### src/rtl/ss_pkg.sv
// Shared types and helpers for the selection-sort engine.
// Holds the FSM state encoding and the address-width helper.
package ss_pkg;

    typedef enum logic [3:0] {
        IDLE,
        RD_I,
        LD_I,
        RD_J,
        CMP_J,
        SWAP_I,
        SWAP_M,
        NEXT,
        DONE
    } ss_sort_state_e;

    localparam int SS_DEFAULT_DATA_WIDTH = 32;
    localparam int SS_DEFAULT_DEPTH      = 16;

    // Address width for a given depth; never narrower than one bit.
    function automatic int ss_addr_width(input int depth);
        return (depth <= 2) ? 1 : $clog2(depth);
    endfunction

endpackage

### src/rtl/ss_min_tracker.sv
// Running-minimum register pair for the selection-sort scan.
// Load seeds the candidate; compare replaces it only on a strictly smaller value.
module ss_min_tracker
    import ss_pkg::*;
#(
    parameter int DATA_WIDTH = SS_DEFAULT_DATA_WIDTH,
    parameter int ADDR_WIDTH = ss_addr_width(SS_DEFAULT_DEPTH)
) (
    input  logic                  i_clk,
    input  logic                  i_rst,
    input  logic                  i_load,
    input  logic [DATA_WIDTH-1:0] i_load_val,
    input  logic [ADDR_WIDTH-1:0] i_load_idx,
    input  logic                  i_cmp,
    input  logic [DATA_WIDTH-1:0] i_cmp_val,
    input  logic [ADDR_WIDTH-1:0] i_cmp_idx,
    output logic [DATA_WIDTH-1:0] o_min_val,
    output logic [ADDR_WIDTH-1:0] o_min_idx,
    output logic [ADDR_WIDTH-1:0] o_min_idx_next
);

    logic [DATA_WIDTH-1:0] min_val_q, min_val_d;
    logic [ADDR_WIDTH-1:0] min_idx_q, min_idx_d;

    // Strict less-than keeps the earliest index among equal values.
    always_comb begin
        min_val_d = min_val_q;
        min_idx_d = min_idx_q;
        if (i_load) begin
            min_val_d = i_load_val;
            min_idx_d = i_load_idx;
        end else if (i_cmp && (i_cmp_val < min_val_q)) begin
            min_val_d = i_cmp_val;
            min_idx_d = i_cmp_idx;
        end
    end

    always_ff @(posedge i_clk) begin
        if (i_rst) begin
            min_val_q <= '0;
            min_idx_q <= '0;
        end else begin
            min_val_q <= min_val_d;
            min_idx_q <= min_idx_d;
        end
    end

    assign o_min_val      = min_val_q;
    assign o_min_idx      = min_idx_q;
    assign o_min_idx_next = min_idx_d;

endmodule

### src/rtl/ss_sort_engine.sv
// In-place ascending selection sort over an external 1-cycle-latency RAM.
// Starts on a rising edge of the held start level, pulses o_done when finished.
module ss_sort_engine
    import ss_pkg::*;
#(
    parameter int DATA_WIDTH = SS_DEFAULT_DATA_WIDTH,
    parameter int DEPTH      = SS_DEFAULT_DEPTH,
    parameter int ADDR_WIDTH = ss_addr_width(DEPTH)
) (
    input  logic                  i_clk,
    input  logic                  i_rst,
    input  logic                  i_start,
    output logic                  o_busy,
    output logic                  o_done,
    output logic                  o_rd_en,
    output logic [ADDR_WIDTH-1:0] o_rd_addr,
    input  logic [DATA_WIDTH-1:0] i_rd_data,
    output logic                  o_wr_en,
    output logic [ADDR_WIDTH-1:0] o_wr_addr,
    output logic [DATA_WIDTH-1:0] o_wr_data
);

    localparam logic [ADDR_WIDTH-1:0] IDX_ONE    = ADDR_WIDTH'(1);
    localparam logic [ADDR_WIDTH-1:0] LAST_J     = ADDR_WIDTH'(DEPTH - 1);
    localparam logic [ADDR_WIDTH-1:0] LAST_I     = ADDR_WIDTH'(DEPTH - 2);

    ss_sort_state_e        state_q, state_d;
    logic                  start_q;
    logic [ADDR_WIDTH-1:0] i_idx_q, i_idx_d;
    logic [ADDR_WIDTH-1:0] j_idx_q, j_idx_d;
    logic [DATA_WIDTH-1:0] cur_val_q, cur_val_d;

    logic                  min_load, min_cmp;
    logic [DATA_WIDTH-1:0] min_val;
    logic [ADDR_WIDTH-1:0] min_idx, min_idx_next;

    ss_min_tracker #(
        .DATA_WIDTH (DATA_WIDTH),
        .ADDR_WIDTH (ADDR_WIDTH)
    ) u_min (
        .i_clk          (i_clk),
        .i_rst          (i_rst),
        .i_load         (min_load),
        .i_load_val     (i_rd_data),
        .i_load_idx     (i_idx_q),
        .i_cmp          (min_cmp),
        .i_cmp_val      (i_rd_data),
        .i_cmp_idx      (j_idx_q),
        .o_min_val      (min_val),
        .o_min_idx      (min_idx),
        .o_min_idx_next (min_idx_next)
    );

    always_comb begin
        state_d   = state_q;
        i_idx_d   = i_idx_q;
        j_idx_d   = j_idx_q;
        cur_val_d = cur_val_q;
        min_load  = 1'b0;
        min_cmp   = 1'b0;
        o_done    = 1'b0;
        o_rd_en   = 1'b0;
        o_rd_addr = '0;
        o_wr_en   = 1'b0;
        o_wr_addr = '0;
        o_wr_data = '0;

        unique case (state_q)
            IDLE: begin
                if (i_start && !start_q) begin
                    i_idx_d = '0;
                    state_d = RD_I;
                end
            end
            RD_I: begin
                o_rd_en   = 1'b1;
                o_rd_addr = i_idx_q;
                state_d   = LD_I;
            end
            LD_I: begin
                cur_val_d = i_rd_data;
                min_load  = 1'b1;
                j_idx_d   = i_idx_q + IDX_ONE;
                state_d   = RD_J;
            end
            RD_J: begin
                o_rd_en   = 1'b1;
                o_rd_addr = j_idx_q;
                state_d   = CMP_J;
            end
            CMP_J: begin
                min_cmp = 1'b1;
                // The swap decision must see this cycle's compare result.
                if (j_idx_q == LAST_J) begin
                    state_d = (min_idx_next != i_idx_q) ? SWAP_I : NEXT;
                end else begin
                    j_idx_d = j_idx_q + IDX_ONE;
                    state_d = RD_J;
                end
            end
            SWAP_I: begin
                o_wr_en   = 1'b1;
                o_wr_addr = i_idx_q;
                o_wr_data = min_val;
                state_d   = SWAP_M;
            end
            SWAP_M: begin
                o_wr_en   = 1'b1;
                o_wr_addr = min_idx;
                o_wr_data = cur_val_q;
                state_d   = NEXT;
            end
            NEXT: begin
                if (i_idx_q == LAST_I) begin
                    state_d = DONE;
                end else begin
                    i_idx_d = i_idx_q + IDX_ONE;
                    state_d = RD_I;
                end
            end
            DONE: begin
                o_done  = 1'b1;
                state_d = IDLE;
            end
            default: state_d = IDLE;
        endcase
    end

    assign o_busy = (state_q != IDLE);

    always_ff @(posedge i_clk) begin
        if (i_rst) begin
            state_q   <= IDLE;
            start_q   <= 1'b0;
            i_idx_q   <= '0;
            j_idx_q   <= '0;
            cur_val_q <= '0;
        end else begin
            state_q   <= state_d;
            start_q   <= i_start;
            i_idx_q   <= i_idx_d;
            j_idx_q   <= j_idx_d;
            cur_val_q <= cur_val_d;
        end
    end

endmodule
### config.mk
export PLATFORM = sky130hd
export DESIGN_NAME = ss_sort_engine
export DESIGN_NICKNAME = d
export VERILOG_FILES = /design/src/rtl/ss_pkg.sv /design/src/rtl/ss_min_tracker.sv /design/src/rtl/ss_sort_engine.sv
export SDC_FILE = /design/constraint.sdc
export NUM_CORES = 1
export LEC_CHECK = 0
export CAP_MARGIN = 20
export CORE_MARGIN = 2
export CORE_UTILIZATION = 50
export CTS_BUF_LIST = sky130_fd_sc_hd__clkbuf_8
export DETAILED_ROUTE_END_ITERATION = 10
export PLACE_DENSITY_LB_ADDON = 0.1
export RECOVER_POWER = 100
export SKIP_LAST_GASP = 1
export SYNTH_ARGS = -nofsm -noshare
export SYNTH_HDL_FRONTEND = slang
export SYNTH_SLANG_ARGS = --single-unit
### constraint.sdc
create_clock -name i_clk -period 2.8 [get_ports i_clk]
set_input_delay 0.56 -clock i_clk [delete_from_list [all_inputs] [get_ports i_clk]]
set_output_delay 0.56 -clock i_clk [all_outputs]
set_load 0.02 [all_outputs]
==> metrics, run 1 <==
post-place instance area=5600 sq um; clk slew on worst S/H paths=80 ps; post-synthesis net count=647; vias after detailed routing=4424; pin count of the biggest net entering global routing=56; Die Area=9700 sq um; Initial Util=51.5%; routed wire length=12.6 mm; first-pass GRT wire length=19.6 mm; post-route cell area=6250 sq um; violation count after the first detailed-routing iteration=202; setup repair after global routing missed its margin=yes; top-area cell type share of the netlist area=36.3%; most frequently used cell type in the post-synthesis netlist=sky130_fd_sc_hd__nand2_1; Max Buffers Root-to-Sink=2; Worst Min Path Start=cur_val_q[23]$_SDFFE_PP0P_; power density relative to cell area=410 nW/um^2; wire per inst=15.9 um; number of flops mapped to enable cells by yosys=0; remaining design rule violation count=0; post-synthesis sequential element count=81; CTS tree=done; number of placed I/O pins=79; number of placement rows=34; vias per cell=5.59; Worst slew margin=16.3%; dominant cell type by area after synthesis=sky130_fd_sc_hd__dfxtp_1; number of buffers created by CTS=9; Max Fclk=360 MHz; initial antenna violation count=2; final slew viol count=0; global router's overall resource usage=24.8%; Synth top cells by count=145 x sky130_fd_sc_hd__nand2_1, 83 x sky130_fd_sc_hd__a21oi_1, 81 x sky130_fd_sc_hd__dfxtp_1; Die Wd=98.5 um; Clk Latency, worst-skew pair=360 ps; post-synthesis instance area=4470 sq um; final clock skew=12.4 ps; Tcrit/Tclk final=99.2%; Reg-to-Reg Start=u_min.o_min_val[14]$_SDFFE_PP0P_; Total Power=2.56 mW; nature of the critical path endpoint=flop; Lkg Pwr=2.90 nW; layout cell share with drive strength beyond 1=15.0%; status=completed; path category of the worst min-delay check=reg -> reg; total core area=8680 sq um; number of maximum-capacitance constraint violations=0; vias in the first global route=4142; GPL Wtd Cong=0.846; Hold-fix buffers, CTS=0; number of hold violations in the final report=0; final net count=748; final critical-path required period=2780 ps; data required time at the worst endpoint=3090 ps; setup TNS after final layout=0 ps; Initial DRT Pass Iterations=5; YS warnings=0; share of synthesized flip-flops with an asynchronous set or reset=0%; arrival time of data at the critical path endpoint=3060 ps; cells taking the most area after synthesis=sky130_fd_sc_hd__dfxtp_1 36%, sky130_fd_sc_hd__nand2_1 12%, sky130_fd_sc_hd__ha_1 9.5%; area added between synthesis and finish=40.0%; crit-path max FO=5; number of H-tree branching levels=3; CP Launch Point=i_rd_data[14]; slew at the pin with the worst max-slew slack=1260 ps; final antenna-violating net count=0; commonest register cell after synthesis=sky130_fd_sc_hd__dfxtp_1; syn avg cell area=7.73 sq um; Netlist cell types=49; total gr overflow=0; startpoint type of the worst setup path=input port; die height=98.5 um; CP Class=in -> reg; peak supply drop=0.218 mV; sequential share of the synthesized area=36.3%; CTS root buf=sky130_fd_sc_hd__clkbuf_8; clock sink count=81; number of standard cells after synthesis=578; DPL Wire Length=7.95 mm; number of failing setup endpoints in the final timing report=0; # port buffers=78
repair_timing:
action                     CTS  global route
gates resized for setup     19            69
setup endpoints to repair   72            66
pin swaps                   11            25
buffers inserted             1             2
cloned                       0             5
cells by family (layout without fill, tap and decap cells):
logic type / Yosys count / after routing / synth area share, %
xor+xnor: 2 / 2 / 0.392
fa+ha+maj: 34 / 34 / 9.53
buf+inv: 71 / 175 / 6.64
compound gates: 157 / 157 / 23.0
other cells: 0 / 2 / 0
flops: 81 / 81 / 36.3
mux: 9 / 9 / 2.05
simple gates: 224 / 224 / 22.1
path summary, 6_finish.rpt:
check | endpoint | slack, ps | cells after the start
max reg2reg | state_q[1]$_SDFFE_PP0P_ | 80 | 9
min | cur_val_q[23]$_SDFFE_PP0P_ | 460 | 2
min reg2reg | cur_val_q[23]$_SDFFE_PP0P_ | 460 | 2
max | state_q[1]$_SDFFE_PP0P_ | 20 | 9
report_power, final:
part           internal [mW]  switching, mW
Clock                  0.422          0.411
Sequential              1.20         0.0430
Combinational          0.232          0.251
Total                   1.86          0.704
registers in the layout (all words and copies together), names as in the netlist:
signal and flops:
u_min.o_min_val 32, j_idx_q 4, cur_val_q 32, u_min.o_min_idx 4, i_idx_q 4, state_q 4
start_q 1
routing by layer:
metal	vias to the layer above	wire length (um)	part of all wire, %	track usage [%]
li1	2199	-	-	-
met1	2049	5490	44	33.0
met2	155	6070	48	40.6
met3	21	797	6.3	4.18
met4	0	228	1.8	8.96
met5	-	0	0	0
per-stage QoR:
step	cells	utilization (%)	setup WS [ps]	hold slack (ps)
2_1_floorplan	578	-	89.8	436
3_3_place_gp	768	64.5	-482	441
3_5_place_dp	768	64.5	-526	447
4_1_cts	783	67.1	-24.3	458
5_1_grt	791	72.0	-45.4	476
6_report	792	72.0	22.6	456
final cells by class:
type                       count  area [sq um]
clock buffer                  10           138
tap                          108           135
multi-input combinational    426          2750
clock inverter                 4          45.0
inverter                      35           131
fill                         680          2430
timing repair buffer         126          1420
sequential                    81          1630
antenna                        2          5.00
critical path: stages:
cell	delay [ps]
sky130_fd_sc_hd__dlygate4sd2_1	290
sky130_fd_sc_hd__ha_1	340
sky130_fd_sc_hd__and4_1	240
sky130_fd_sc_hd__a221o_1	360
sky130_fd_sc_hd__a2111oi_4	410
sky130_fd_sc_hd__nand2_2	240
sky130_fd_sc_hd__mux2i_2	230
sky130_fd_sc_hd__a211o_1	270
sky130_fd_sc_hd__o21ai_1	120
layout by cell type (no fill, tap or decap), types with 3 or more instances in the layout:
cell and n:
sky130_fd_sc_hd__a211oi_1 3, sky130_fd_sc_hd__a21o_1 5, sky130_fd_sc_hd__a21oi_1 79, sky130_fd_sc_hd__a21oi_2 4, sky130_fd_sc_hd__a221oi_1 3, sky130_fd_sc_hd__a22o_1 37
sky130_fd_sc_hd__buf_12 7, sky130_fd_sc_hd__buf_4 31, sky130_fd_sc_hd__buf_6 3, sky130_fd_sc_hd__clkbuf_16 5, sky130_fd_sc_hd__clkbuf_8 10, sky130_fd_sc_hd__clkdlybuf4s50_1 20
sky130_fd_sc_hd__clkinv_2 3, sky130_fd_sc_hd__dfxtp_1 78, sky130_fd_sc_hd__dfxtp_2 3, sky130_fd_sc_hd__dlygate4sd2_1 9, sky130_fd_sc_hd__dlymetal6s2s_1 46, sky130_fd_sc_hd__ha_1 23
sky130_fd_sc_hd__ha_4 9, sky130_fd_sc_hd__inv_1 35, sky130_fd_sc_hd__mux2i_1 7, sky130_fd_sc_hd__nand2_1 144, sky130_fd_sc_hd__nand2b_1 8, sky130_fd_sc_hd__nand3_1 12
sky130_fd_sc_hd__nand4_1 6, sky130_fd_sc_hd__nor2_1 24, sky130_fd_sc_hd__nor3_1 4, sky130_fd_sc_hd__o21ai_0 8, sky130_fd_sc_hd__or2_2 3
(Power assumes the default switching activity.)
==> run 2: changes to the inputs <==
- CTS_BUF_LIST: sky130_fd_sc_hd__clkbuf_8 -> sky130_fd_sc_hd__clkbuf_2 sky130_fd_sc_hd__clkbuf_4 sky130_fd_sc_hd__clkbuf_8
- PLACE_DENSITY: not set -> 0.82
- PLACE_DENSITY_LB_ADDON: 0.1 -> not set
- SLEW_MARGIN: not set -> 5
==> run 2 against run 1 <==
Effect of this change: the run now ends with negative setup slack left; largest power group unchanged; sequential share of layout area rose by 0.94 points; die area did not move; clock skew fell by 1.6 ps; fmax fell by 1.5%; core utilization fell by 2.5 points.
==> metrics, run 2 (synthesis results as in run 1) <==
wire per inst=16.9 um (+6.2%); arrival time of data at the critical path endpoint=3100 ps (+40 ps); leading cell type in the layout, fill and taps excluded=sky130_fd_sc_hd__nand2_1; total gr overflow=0 (unchanged); worst hold slack=457 ps (+0.687 ps); clock sink count=81 (unchanged); Die Wd=98.5 um (unchanged); CP Class=in -> reg; worst setup slack after placement=-578 ps (-52.5 ps); number of buffers created by CTS=9 (unchanged); number of failing setup endpoints in the final timing report=1 (+1); setup repair after global routing missed its margin=yes; number of H-tree branching levels=3 (unchanged); top library cells by usage in the layout, fill and taps aside=144 x sky130_fd_sc_hd__nand2_1, 78 x sky130_fd_sc_hd__dfxtp_1, 76 x sky130_fd_sc_hd__a21oi_1; status=finished, violations left; pin count of the biggest net entering global routing=34 (-39%); Max Fclk=355 MHz (-1.5%); area added between synthesis and finish=35.1%; peak supply drop=0.293 mV (+34%); Max Buffers Root-to-Sink=2 (unchanged); clk slew on worst S/H paths=80 ps (about the same); Tcrit/Tclk final=101% (+1.5 points); Worst slew margin=48.3% (+32 points); routed wire length=13.6 mm (+7.8%); vias after detailed routing=4667 (+5.5%); setup TNS after final layout=-18.3 ps (-18.3 ps); CTS tree=done; first-pass GRT wire length=20.6 mm (+5.0%); slew at the pin with the worst max-slew slack=775 ps (-480 ps); Initial Util=51.5% (unchanged); startpoint type of the worst setup path=input port; vias per cell=5.80 (+3.9%); Finished Layout Cells=804 (+1.5%); Hold-fix buffers, CTS=0 (unchanged); data required time at the worst endpoint=3090 ps (about the same); number of hold violations in the final report=0 (unchanged); nature of the critical path endpoint=flop; power density relative to cell area=423 nW/um^2 (+3.2%); final net count=760 (+1.6%); remaining design rule violation count=0 (unchanged); final clock skew=10.8 ps (-1.58 ps); GPL Wtd Cong=0.846 (about the same); violation count after the first detailed-routing iteration=223 (+10%); number of placement rows=34 (unchanged); layout cell share with drive strength beyond 1=16.4% (+1.4 points); global router's overall resource usage=25.8% (+1.1 points); crit-path max FO=5 (unchanged); final critical-path required period=2820 ps (+40.9 ps); final antenna-violating net count=0 (unchanged); worst-case setup margin in the final layout=-18.3 ps (-40.9 ps); path category of the worst min-delay check=reg -> reg; vias in the first global route=4416 (+6.6%); number of cells in the design after placement=776 (+1.0%); final slew viol count=0 (unchanged); # port buffers=78 (unchanged); CTS root buf=sky130_fd_sc_hd__clkbuf_8; Die Area=9700 sq um (unchanged); initial antenna violation count=1 (-1); DPL Wire Length=8.63 mm (+8.4%); failing checks=negative setup slack; Initial DRT Pass Iterations=5 (unchanged); number of maximum-capacitance constraint violations=0 (unchanged); die height=98.5 um (unchanged); total core area=8680 sq um (unchanged); Lkg Pwr=2.41 nW (-17%); number of placed I/O pins=79 (unchanged); Clk Latency, worst-skew pair=360 ps (about the same)
[run 2: power breakdown]
group	internal, mW	switching (mW)
logic	0.231	0.261
clock network	0.399	0.418
registers	1.20	0.0411
[run 2: metrics by stage]
stage | power (mW) | utilization (%) | cell area, sq um
after floorplan | 1.50 | - | 4470
after global placement | 1.68 | 65.2 | 5660
after detailed placement | 1.70 | 65.2 | 5660
after CTS | 2.51 | 68.2 | 5920
after global routing | 2.66 | 69.5 | 6030
final | 2.55 | 69.5 | 6030
[run 2: what timing repair did]
| item | CTS | global route |
|---|---|---|
| setup endpoints to repair | 74 | 74 |
| setup buffers | 0 | 8 |
| gates resized for setup | 20 | 78 |
| pin swaps | 11 | 25 |
| gates cloned | 0 | 4 |
[run 2: cell type report]
cell class,count,area (sq um)
multi-input combinational,426,2760
fill,667,2640
sequential,81,1630
timing repair buffer,138,1200
clock buffer,13,173
tap,108,135
inverter,35,131
clock inverter,2,12.5
antenna,1,2.50
[run 2: final timing paths]
kind | start | end | slack [ps] | cells after the start
max reg2reg | u_min.o_min_val[17]$_SDFFE_PP0P_ | state_q[1]$_SDFFE_PP0P_ | 40 | 11
min | cur_val_q[14]$_SDFFE_PP0P_ | cur_val_q[14]$_SDFFE_PP0P_ | 460 | 2
max | i_rd_data[17] | state_q[1]$_SDFFE_PP0P_ | -20 | 11
min reg2reg | cur_val_q[14]$_SDFFE_PP0P_ | cur_val_q[14]$_SDFFE_PP0P_ | 460 | 2
[run 2: worst max-delay path, cell delays in order]
cell                            delay, ps
sky130_fd_sc_hd__dlygate4sd2_1        270
sky130_fd_sc_hd__ha_1                 300
sky130_fd_sc_hd__a21oi_1              130
sky130_fd_sc_hd__o21ai_1              100
sky130_fd_sc_hd__a2111o_1             450
sky130_fd_sc_hd__a2111oi_4            390
sky130_fd_sc_hd__nand2_2              230
sky130_fd_sc_hd__buf_4                200
sky130_fd_sc_hd__o211ai_1             220
sky130_fd_sc_hd__o21ai_0              130
sky130_fd_sc_hd__o21ai_1              120
[run 2: metal layers]
| layer | global-route usage [%] | up-vias | wire length, um |
|---|---|---|---|
| met3 | 4.75 | 40 | 893 |
| met2 | 44.6 | 198 | 6790 |
| met1 | 31.6 | 2211 | 5500 |
| li1 | - | 2218 | - |
| met4 | 11.0 | 0 | 378 |
| met5 | 0 | - | 0 |
